File: src/rtl/abacus_seq_alu.sv
// Sequential add/sub/mul/div unit with an optional double-dabble BCD stage.
// Define ABACUS_BCD_EN to build the CONV state and bcd output; otherwise bcd is tied to 0.
module abacus_seq_alu #(
    parameter int unsigned W      = 8,
    parameter int unsigned DIGITS = 5
) (
    input  logic                  clk,
    input  logic                  clr_n,
    input  logic                  start,
    input  logic [1:0]            op,
    input  logic [W-1:0]          a,
    input  logic [W-1:0]          b,
    output logic                  busy,
    output logic                  done,
    output logic [2*W-1:0]        result,
    output logic [W-1:0]          rem,
    output logic                  neg,
    output logic                  dbz,
    output logic [4*DIGITS-1:0]   bcd
);

    localparam int unsigned CntW = $clog2(2 * W + 1);
    localparam logic [CntW-1:0] CntCalcLast = CntW'(W - 1);

    localparam logic [1:0] OpAdd = 2'b00;
    localparam logic [1:0] OpSub = 2'b01;
    localparam logic [1:0] OpMul = 2'b10;
    localparam logic [1:0] OpDiv = 2'b11;

    typedef enum logic [1:0] {StIdle, StCalc, StConv, StDone} state_t;

`ifdef ABACUS_BCD_EN
    localparam state_t PostCalc = StConv;
    localparam logic [CntW-1:0] CntConvLast = CntW'(2 * W - 1);
`else
    localparam state_t PostCalc = StDone;
`endif

    state_t              state_q, state_d;
    logic [1:0]          op_q, op_d;
    logic [W-1:0]        a_q, a_d;
    logic [W-1:0]        b_q, b_d;
    logic [2*W-1:0]      work_q, work_d;
    logic [CntW-1:0]     cnt_q, cnt_d;
    logic [2*W-1:0]      result_q, result_d;
    logic [W-1:0]        rem_q, rem_d;
    logic                neg_q, neg_d;
    logic                dbz_q, dbz_d;

    logic [W:0]          add_sum;
    logic [W-1:0]        sub_abs;
    logic [W:0]          mul_sum;
    logic [2*W-1:0]      mul_next;
    logic [W:0]          div_shift;
    logic                div_ge;
    logic [W-1:0]        div_rem;
    logic [2*W-1:0]      div_next;

    assign add_sum = {1'b0, a_q} + {1'b0, b_q};
    assign sub_abs = (a_q < b_q) ? (b_q - a_q) : (a_q - b_q);

    // Shift-add: upper half accumulates, multiplier bits retire from the low end.
    assign mul_sum  = {1'b0, work_q[2*W-1:W]} + (work_q[0] ? {1'b0, b_q} : '0);
    assign mul_next = {mul_sum, work_q[W-1:1]};

    // Restoring divide: work holds {partial remainder, dividend/quotient}.
    assign div_shift = work_q[2*W-1:W-1];
    assign div_ge    = div_shift >= {1'b0, b_q};
    assign div_rem   = div_ge ? (div_shift[W-1:0] - b_q) : div_shift[W-1:0];
    assign div_next  = {div_rem, work_q[W-2:0], div_ge};

`ifdef ABACUS_BCD_EN
    logic [2*W-1:0]        bin_q, bin_d;
    logic [4*DIGITS-1:0]   dig_q, dig_d;
    logic [4*DIGITS-1:0]   bcd_q, bcd_d;
    logic [4*DIGITS-5:0]   low_adj;
    logic [3:0]            top_dig;
    logic [2:0]            top_adj;
    logic [4*DIGITS-1:0]   dig_shift;

    // Top digit never overflows, so only its low three adjusted bits survive the shift.
    always_comb begin
        low_adj = '0;
        for (int i = 0; i < int'(DIGITS) - 1; i++) begin
            low_adj[4*i +: 4] = (dig_q[4*i +: 4] >= 4'd5) ? dig_q[4*i +: 4] + 4'd3
                                                          : dig_q[4*i +: 4];
        end
        top_dig   = dig_q[4*DIGITS-1 -: 4];
        top_adj   = (top_dig >= 4'd5) ? top_dig[2:0] + 3'd3 : top_dig[2:0];
        dig_shift = {top_adj, low_adj, bin_q[2*W-1]};
    end

    assign bcd = bcd_q;
`else
    assign bcd = '0;
`endif

    always_comb begin
        state_d  = state_q;
        op_d     = op_q;
        a_d      = a_q;
        b_d      = b_q;
        work_d   = work_q;
        cnt_d    = cnt_q;
        result_d = result_q;
        rem_d    = rem_q;
        neg_d    = neg_q;
        dbz_d    = dbz_q;
`ifdef ABACUS_BCD_EN
        bin_d    = bin_q;
        dig_d    = dig_q;
        bcd_d    = bcd_q;
`endif

        unique case (state_q)
            StIdle: begin
                if (start) begin
                    op_d    = op;
                    a_d     = a;
                    b_d     = b;
                    work_d  = {{W{1'b0}}, a};
                    cnt_d   = '0;
                    neg_d   = 1'b0;
                    dbz_d   = 1'b0;
                    state_d = StCalc;
                end
            end
            StCalc: begin
                unique case (op_q)
                    OpAdd: begin
                        result_d = {{(W-1){1'b0}}, add_sum};
                        rem_d    = '0;
                        state_d  = PostCalc;
                    end
                    OpSub: begin
                        result_d = {{W{1'b0}}, sub_abs};
                        neg_d    = a_q < b_q;
                        rem_d    = '0;
                        state_d  = PostCalc;
                    end
                    OpMul: begin
                        work_d = mul_next;
                        cnt_d  = cnt_q + CntW'(1);
                        if (cnt_q == CntCalcLast) begin
                            result_d = mul_next;
                            rem_d    = '0;
                            state_d  = PostCalc;
                        end
                    end
                    OpDiv: begin
                        if (b_q == '0) begin
                            dbz_d    = 1'b1;
                            result_d = {{W{1'b0}}, {W{1'b1}}};
                            rem_d    = a_q;
                            state_d  = PostCalc;
                        end else begin
                            work_d = div_next;
                            cnt_d  = cnt_q + CntW'(1);
                            if (cnt_q == CntCalcLast) begin
                                result_d = {{W{1'b0}}, div_next[W-1:0]};
                                rem_d    = div_next[2*W-1:W];
                                state_d  = PostCalc;
                            end
                        end
                    end
                endcase
`ifdef ABACUS_BCD_EN
                if (state_d == StConv) begin
                    bin_d = result_d;
                    dig_d = '0;
                    cnt_d = '0;
                end
`endif
            end
            StConv: begin
`ifdef ABACUS_BCD_EN
                dig_d = dig_shift;
                bin_d = {bin_q[2*W-2:0], 1'b0};
                cnt_d = cnt_q + CntW'(1);
                if (cnt_q == CntConvLast) begin
                    bcd_d   = dig_shift;
                    state_d = StDone;
                end
`else
                state_d = StIdle;
`endif
            end
            StDone: begin
                state_d = StIdle;
            end
            default: begin
                state_d = StIdle;
            end
        endcase
    end

    always_ff @(posedge clk or negedge clr_n) begin
        if (!clr_n) begin
            state_q  <= StIdle;
            op_q     <= '0;
            a_q      <= '0;
            b_q      <= '0;
            work_q   <= '0;
            cnt_q    <= '0;
            result_q <= '0;
            rem_q    <= '0;
            neg_q    <= 1'b0;
            dbz_q    <= 1'b0;
        end else begin
            state_q  <= state_d;
            op_q     <= op_d;
            a_q      <= a_d;
            b_q      <= b_d;
            work_q   <= work_d;
            cnt_q    <= cnt_d;
            result_q <= result_d;
            rem_q    <= rem_d;
            neg_q    <= neg_d;
            dbz_q    <= dbz_d;
        end
    end

`ifdef ABACUS_BCD_EN
    always_ff @(posedge clk or negedge clr_n) begin
        if (!clr_n) begin
            bin_q <= '0;
            dig_q <= '0;
            bcd_q <= '0;
        end else begin
            bin_q <= bin_d;
            dig_q <= dig_d;
            bcd_q <= bcd_d;
        end
    end
`endif

    assign busy   = state_q != StIdle;
    assign done   = state_q == StDone;
    assign result = result_q;
    assign rem    = rem_q;
    assign neg    = neg_q;
    assign dbz    = dbz_q;

endmodule

File: config.mk
export PLATFORM = sky130hd
export DESIGN_NAME = abacus_seq_alu
export DESIGN_NICKNAME = d
export VERILOG_FILES = /design/src/rtl/abacus_seq_alu.sv
export SDC_FILE = /design/constraint.sdc
export NUM_CORES = 1
export LEC_CHECK = 0
export ABC_CLOCK_PERIOD_IN_PS = 4950
export CORE_UTILIZATION = 60
export DETAILED_ROUTE_END_ITERATION = 16
export HOLD_SLACK_MARGIN = 0.08
export PLACE_DENSITY = 0.84
export SLEW_MARGIN = 20
export SYNTH_ARGS = -nofsm -noshare
export SYNTH_HDL_FRONTEND = slang
export SYNTH_SLANG_ARGS = --single-unit
File: constraint.sdc
create_clock -name clk -period 4.95 [get_ports clk]
set_input_delay 0.7425 -clock clk [delete_from_list [all_inputs] [get_ports clk]]
set_output_delay 0.7425 -clock clk [all_outputs]
set_load 0.01 [all_outputs]
# Word level (Yosys, flattened, before mapping)
# Index checks and enable logic that the tools add are counted.
# totals
output_inout_bits,48
inputBits,21
word_cells,75
regBits,67
# classes
order_cmp,2
add_sub_neg,6
muxes,30
n_eq_ne,15
reduce_logical,12
# ops
op,count
$mux 16,5
$pmux 16 s2,2
$pmux 16 s4,1
$mux 8,6
$pmux 8 s3,1
$sub 8x8->8,3
$pmux 5 s2,2
$add 8x8->9,2
$pmux 2 s3,2
$mux 5,2
$ge 9x8->1,1
$eq 2x2->1 const B,4
$logic_not 8->1,1
$lt 8x8->1,1
$ne 2x2->1 const B,4
$reduce_and 4->1,2
$mux 2,3
$ne 3x3->1 const B,2
$reduce_and 3->1,2
$add 5x1->5 const B,1
$eq 5x3->1 const B,1
$eq 2x1->1 const B,2
$logic_not 2->1,2
$mux 1,4
other kinds (6),9

# Longest topological paths before layout
# Gate-level depths: netlist of run 1.
# depth
depth_word,5
mapped_depth,11
mapped_depth_nobuf,10

# Worst setup path after synthesis of run 1
# No wires, ideal clock.
# synth_path
path_type,register to register
startpoint,register a_q[0]
endpoint,"register result_q[5], in the netlist result[5]"
t_required_ns,4.819
arrival_time_ns,2.571
n_path_buf,1
path_stages_with_launch,12
period_less_slack_ns,2.703
setup_time_ns,0.131
slack_ns,2.247
cell_sequence,dfrtp_1 > inv_1 > ha_1 > inv_1 > fa_1 > a211oi_1 > o2111ai_2 > and2_4 > buf_6 > mux2_4 > o21a_1 > or3b_1
# synth_via
elab_chain_cells,3
elab_cells_between_ends,6
classes_between,add/sub (3); order compare (1); mux (2)
# synth_lines
element,line,source
"start, declared",41,"logic [W-1:0] a_q, a_d;"
"start signal, assigned",201,a_q <= '0;
"start signal, assigned",212,a_q <= a_d;
$sub 8x8->8 / $lt 8x8->1 (equally long branches),60,assign sub_abs = (a_q < b_q) ? (b_q - a_q) : (a_q - b_q);
$mux 8,60,
$pmux 16 s4 *,129,unique case (op_q)
"end signal, assigned",216,result_q <= result_d;
"end, declared",45,"logic [2*W-1:0] result_q, result_d;"
# Mark *: on every way between the ends. The rest lies on a longest branch, timed or not.
# A chain may end at the register's enable or synchronous reset.

# Worst setup path after layout of run 1
# layout_path
startpoint,register b_q[1]
endpoint,"register rem_q[5], in the netlist rem[5]"
# layout_via
elab_chain_cells,5
elab_cells_between_ends,9
classes_between,add/sub (1); order compare (1); eq/ne (1); mux (4); reduce/logical (2)
# layout_lines
element,line,source
"start, declared",42,"logic [W-1:0] b_q, b_d;"
"start signal, assigned",202,b_q <= '0;
"start signal, assigned",213,b_q <= b_d;
$sub 8x8->8 / $ge 9x8->1 (equally long branches),"69, 68",
$mux 8,69,assign div_rem = div_ge ? (div_shift[W-1:0] - b_q) : div_shift[W-1:0];
$mux 8,159,if (cnt_q == CntCalcLast) begin
$mux 8,151,if (b_q == '0) begin
$pmux 8 s3,129,
"end signal, assigned",217,rem_q <= rem_d;
"end, declared",46,"logic [W-1:0] rem_q, rem_d;"
# Parallel ways exist; a longest one is shown, timed or not. The select of a mux whose other input is x is not followed.

==> flow_summary.toml, run 1 <==
[finish]
nets = 695
synthToLayoutAreaGrowth_pct = 12.84
final_common_cell = "nand2_1"
drive_above_1_share_pct = 6.309
diodes = 0
final_cell_mix = "69 x nand2_1, 67 x dfrtp_1, 57 x o21ai_0"

[route]
drc_errors = 0
vias_per_cell = 6.472
antenna_left = 0
drt_iter0_markers = 407
drt-wirelength-per-cell_um = 20.66
dr.pass1.iters = 5
wl_um = 15270
via_count = 4783

[floorplanning]
dieArea_um2 = 8902
core_region_area_um2 = 8217
start_util_pct = 62.28
rows = 33
io_pins = 69
die_y_um = 94.35
fp.dieW_um = 94.35

[clock_tree]
cts.sinks = 67
cts_setup_buffers = 0
clkTransAtPathRegs_ns = 0.09
numCtsBuffers = 9
postCtsHoldBufs = 0
cts_resized = 0
clkLatencyLatePin_ns = 0.37
htree_levels = 3
clock_tree.buffer_depth = 2
tritoncts = "yes"
cts-root-buf = "clkbuf_8"

[worst_setup_path]
crit_required_ns = 5.22
start_kind = "flop"
path_delay_family = "simple AND/OR/NAND/NOR gates"
r2r-end = "rem[5]$_DFFE_PN0P_"
reg2reg_from = "b_q[1]$_DFFE_PN0P_"
crit_fanout = 35
rrSetupSlack_ns = 1.80
cp-end-kind = "flop"
path_buf_inv = 2
path_cells = "nor4_1, nand2_1, a2bb2oi_2, buf_4, inv_1, nand3_1, o21ai_0"
rr_worst_depth = 7
crit_type = "flop to flop"
cp.depth = 7
max_stage_delay_ns = 0.62
setup.worst_path.start = "b_q[1]$_DFFE_PN0P_"
crit_arrival_ns = 3.42
cp_slowest_cell = "nor4_1"
cp-endpoint = "rem[5]$_DFFE_PN0P_"

[yosys]
synthFlopType = "dfrtp_1"
synth-edff-count = 0
yosys_warnings = 0
synthSimpleGateAreaFrac_pct = 17.38
muxShareOfSynthArea_pct = 4.034
synthXorXnorAreaFrac_pct = 2.738
synth_top_family_by_area = "compound AO/OA/AOI/OAI gates"
synth_cell_types = 68
async_flop_share_pct = 100.0
synth-seq-cells = 67
synth_area_per_cell_um2 = 8.572
synth_area_um2 = 5117
syn_inst = 597
yosysSeqAreaShare_pct = 32.76
synth_compound_area_share_pct = 22.37
synth_fa_ha_area_share_pct = 11.74

[global_route]
met2_usage_pct = 56.58
grt_pass1_wl_um = 24370
use_met3_pct = 8.132
antenna_found_initial = 0
track_usage_pct = 36.63
grt_pass1_vias = 4594
use_met1_pct = 49.87
grt_start_max_net_pins = 42
grt.overflow.total = 0
globalRoute.busiestLayer = "met2"

[power]
seq_power_share_pct = 22.5
p_sw_w = 0.002292
cellInternalPower_w = 0.002253
power_leakage_nw = 2.533
switching_share_pct = 50.44
power_frac_clock_pct = 11.9
powerDensity_nw_per_um2 = 787.1
combPwrFrac_pct = 65.6
peakVddDrop_mv = 0.6143

[place]
globalplace.congestion = 1.021
port-buffer-count = 48
hpwl_um = 11050
place_ws_ns = 1.905

[sta]
slew_headroom_pct = 32.04
fin_crit_sh_pct = 63.54
rsz0062_at_grt = "false"
fin_skew_ns = 0.01551
maxSlewViolCount = 0
max_freq_mhz = 317.9
fin_ws_ns = 1.805
final.min_clock_period_ns = 3.145
finalSetupViolCount = 0
tightest_slew_ns = 1.017
setup_tns_ns = 0
hold_violations = 0

[hold_path]
hp-class = "input pin to async pin"

[status]
outcome = "finished, final reports clean"

[flow_run]
maxCapViolCount = 0
-- how the worst min path moves through the flow --
| stage | end | depth (start not counted) |
|---|---|---|
| after detailed placement | rem[3]$_DFFE_PN0P_ | 2 |
| after global routing | a_q[1]$_DFFE_PN0P_ | 1 |
| after floorplan | a_q[0]$_DFFE_PN0P_ | 0 |
| after CTS | rem[3]$_DFFE_PN0P_ | 2 |
| final | a_q[1]$_DFFE_PN0P_ | 1 |
| after global placement | result[4]$_DFFE_PN0P_ | 2 |
-- area by class of cell --
class                           count  area (um^2)
Clock buffer                       10        137.6
Clock inverter                      6        88.84
Fill cell                         652         2442
Inverter                           40        150.1
Multi-Input combinational cell    457         3067
Sequential cell                    67         1677
Tap cell                          105        131.4
Timing Repair Buffer               54        523.0
-- Yosys cell counts, drive strengths merged, types with 6 or more instances --
cell,count,share of area [%]
nand2,69,5.1
dfrtp,67,33
o21ai,57,5.6
ha,40,9.8
inv,40,2.9
nor2,35,2.6
buf,29,4.1
a21oi,28,2.7
clkbuf,23,1.9
mux2i,18,3.5
and2,12,1.5
nand3,11,1.1
nor3,11,1.1
nor2b,10,1.2
xnor2,10,1.7
o211ai,9,1.4
o311ai,8,1.4
a22o,7,1.2
a21o,6,0.88
a31oi,6,0.73
nand4,6,0.73
xor2,6,1.0
-- per-layer routing --
metal  vias to the layer above  routed length, um
li1                       2150                  -
met1                      2288               6327
met2                       295               6929
met3                        50               1416
met4                         0                594
met5                         -                  0
-- power by group through the flow --
stage | combinational (W) | sequential [W] | clock, W
detailed placement | 0.00289 | 0.00102 | 0
floorplan | 0.00210 | 0.000977 | 0
finish | 0.00298 | 0.00102 | 0.000540
global placement | 0.00286 | 0.00101 | 0
CTS | 0.00292 | 0.00101 | 0.000534
global route | 0.00323 | 0.00105 | 0.000560
-- flip-flops by register name (all words and copies together), names as in the netlist --
register and cells:
a_q 8, rem 8, cnt_q 5, neg 1
op_q 2, state_q 2, work_q 16, result 16
dbz 1, b_q 8
-- kinds of logic after synthesis --
family / count (synthesis)
compound gates: 172
xor+xnor: 16
fa+ha+maj: 45
buf+inv: 92
flops: 67
mux: 20
other cells: 1
simple gates: 184
-- through the flow --
stage	instance area, um^2	power (W)	hold slack [ns]	util (%)	instances
5_1_grt	5774	0.004843	0.4124	70.28	739
4_1_cts	5772	0.004466	0.4928	70.25	739
6_report	5774	0.004545	0.3681	70.28	739
3_3_place_gp	5545	0.003864	0.4652	67.49	723
3_5_place_dp	5545	0.003909	0.4729	67.49	723
2_1_floorplan	5189	0.003080	0.4469	-	616
Note: power is estimated with default switching activity, not from simulation.
==> inputs of run 2 (changes only) <==
Settings changed: ABC_CLOCK_PERIOD_IN_PS 4950 to 2500, CORE_UTILIZATION 60 to 51, PLACE_DENSITY 0.84 to 0.76.
Clock period 4.95 ns to 2.5 ns, I/O delays scaled along.
==> run 2 against run 1 <==
The run now ends with negative setup slack left. Cell count rose by 11%. Routed wire length is 1.1% higher. Critical path depth grew 3. Fmax rose by 21%. Clock power grew 110%. First-iteration DRC count up 13%. Worst hold slack better by 0.11 ns. Combinational power is 130% higher. Total power up 120%. Core utilization shrank 5.3 points. Sequential power up 94%. Register-to-register slack worse by 1.9 ns.
==> flow_summary.toml, run 2 (synthesized netlist as in run 1, its figures left out) <==
[floorplanning]
fp.dieW_um = 102.2
dieArea_um2 = 10440
die_y_um = 102.2
start_util_pct = 52.60
io_pins = 69
core_region_area_um2 = 9729
rows = 36

[worst_setup_path]
cp-end-kind = "flop"
crit_type = "flop to flop"
rr_worst_depth = 10
reg2reg_from = "a_q[0]$_DFFE_PN0P_"
crit_fanout = 4
crit_required_ns = 2.74
crit_arrival_ns = 2.83
start_kind = "flop"
rrSetupSlack_ns = -0.09
r2r-end = "result[5]$_DFFE_PN0P_"

[route]
drt_iter0_markers = 461
via_count = 4907
vias_per_cell = 6.006
antenna_left = 0
dr.pass1.iters = 5
drc_errors = 0
drt-wirelength-per-cell_um = 18.89
wl_um = 15430

[flow_run]
maxCapViolCount = 0

[finish]
diodes = 0
drive_above_1_share_pct = 16.81
synthToLayoutAreaGrowth_pct = 23.59
nFillCells = 835
nets = 746
multi_input_area_um2 = 3183
regArea_um2 = 1680
final_common_cell = "nand2_1"
final_cell_mix = "68 x nand2_1, 64 x dfrtp_1, 56 x buf_4"
final_area_um2 = 6325

[clock_tree]
clkLatencyLatePin_ns = 0.35
cts-root-buf = "clkbuf_8"
cts.sinks = 67
htree_levels = 3
clock_tree.buffer_depth = 2
tritoncts = "yes"
clkTransAtPathRegs_ns = 0.09
numCtsBuffers = 9

[sta]
tightest_slew_ns = 0.5726
slew_headroom_pct = 61.83
final.min_clock_period_ns = 2.592
fin_skew_ns = 0.01463
finalSetupViolCount = 1
fin_ws_ns = -0.09229
rsz0062_at_grt = "true"
setup_tns_ns = -0.09229
fin_crit_sh_pct = 103.7
maxSlewViolCount = 0
hold_violations = 0
max_freq_mhz = 385.8

[status]
violations = "negative setup slack"
outcome = "complete, but fails checks"

[power]
peakVddDrop_mv = 0.7315
combPwrFrac_pct = 69.2
powerDensity_nw_per_um2 = 1600
cellInternalPower_w = 0.005342
power_frac_clock_pct = 11.2
switching_share_pct = 47.21
power_leakage_nw = 2.807
p_sw_w = 0.004778
seq_power_share_pct = 19.6

[place]
hpwl_um = 11570
port-buffer-count = 48
place_area_um2 = 5933
globalplace.congestion = 0.9759

[global_route]
track_usage_pct = 30.74
antenna_found_initial = 0
grt_pass1_wl_um = 24140
grt_pass1_vias = 4626
grt.overflow.total = 0
grt_start_max_net_pins = 37

[hold_path]
worst_hold_path.endpoint = "result[9]$_DFFE_PN0P_"
hold_path.startpoint = "result[9]$_DFFE_PN0P_"
hp-class = "flop to flop"
whs_path_depth = 2
==> run 2: layer usage <==
metal / wire length [um] / share of wire, % / track usage [%] / vias up
met3: 1134 / 7.3 / 5.677 / 40
met1: 6631 / 43 / 41.70 / 2357
met5: 0 / 0 / 0 / -
met2: 7181 / 47 / 48.58 / 251
li1: - / - / - / 2259
met4: 482 / 3.1 / 12.20 / 0
==> run 2: how the worst max path moves through the flow <==
stage	to	start	slack, ns	depth (start not counted)
2_1_floorplan	result[5]$_DFFE_PN0P_	a_q[0]$_DFFE_PN0P_	-0.12	11
3_3_place_gp	result[5]$_DFFE_PN0P_	a_q[0]$_DFFE_PN0P_	-0.05	10
3_5_place_dp	result[5]$_DFFE_PN0P_	a_q[0]$_DFFE_PN0P_	-0.1	10
4_1_cts	result[5]$_DFFE_PN0P_	a_q[0]$_DFFE_PN0P_	-0.07	10
5_1_grt	result[5]$_DFFE_PN0P_	a_q[0]$_DFFE_PN0P_	-0.19	10
6_report	result[5]$_DFFE_PN0P_	a_q[0]$_DFFE_PN0P_	-0.09	10
==> run 2: final cells by class <==
cell class              instances  share of cell area (%)
clock buffers                   9                   1.958
clock inverters                 6                   1.820
inverters                      40                   2.374
multi-input cells             457                   50.33
flip-flops and latches         67                   26.57
well taps                     133                   2.631
repair buffers                105                   14.32
==> run 2: timing repair <==
item                                   4_1_cts  5_1_grt
gates cloned                                 0        0
setup endpoints to repair                    8       26
hold buffers                                 1        0
buffers inserted                             1        3
resized for setup                            1       36
endpoints found under the hold margin        2        0
pin swaps                                    2       10
==> run 2: critical path, cell delays in order (launching register included) <==
cell	delay [ns]
dfrtp_1	0.40
inv_2	0.09
ha_4	0.14
inv_2	0.03
fa_2	0.36
a211oi_4	0.26
o2111ai_2	0.17
and2_4	0.22
mux2_4	0.30
o21a_1	0.16
or3b_1	0.36
==> run 2: power by group through the flow <==
stage | registers, W | logic, W | clock network [W]
2_1_floorplan | 0.00194 | 0.00418 | 0
3_3_place_gp | 0.00196 | 0.00631 | 0
3_5_place_dp | 0.00197 | 0.00644 | 0
4_1_cts | 0.00195 | 0.00652 | 0.00114
5_1_grt | 0.00203 | 0.00759 | 0.00118
6_report | 0.00198 | 0.00700 | 0.00114
==> run 2: through the flow <==
step / util (%) / hold WS, ns / setup WS (ns) / power (W) / instances
floorplan: - / 0.07941 / -0.1219 / 0.006119 / 616
global placement: 60.98 / 0.4444 / -0.04703 / 0.008269 / 797
detailed placement: 60.98 / 0.4465 / -0.09644 / 0.008414 / 797
CTS: 63.63 / 0.4859 / -0.06608 / 0.009603 / 814
global route: 65.01 / 0.5286 / -0.1912 / 0.01080 / 817
finish: 65.01 / 0.4822 / -0.09229 / 0.01012 / 817
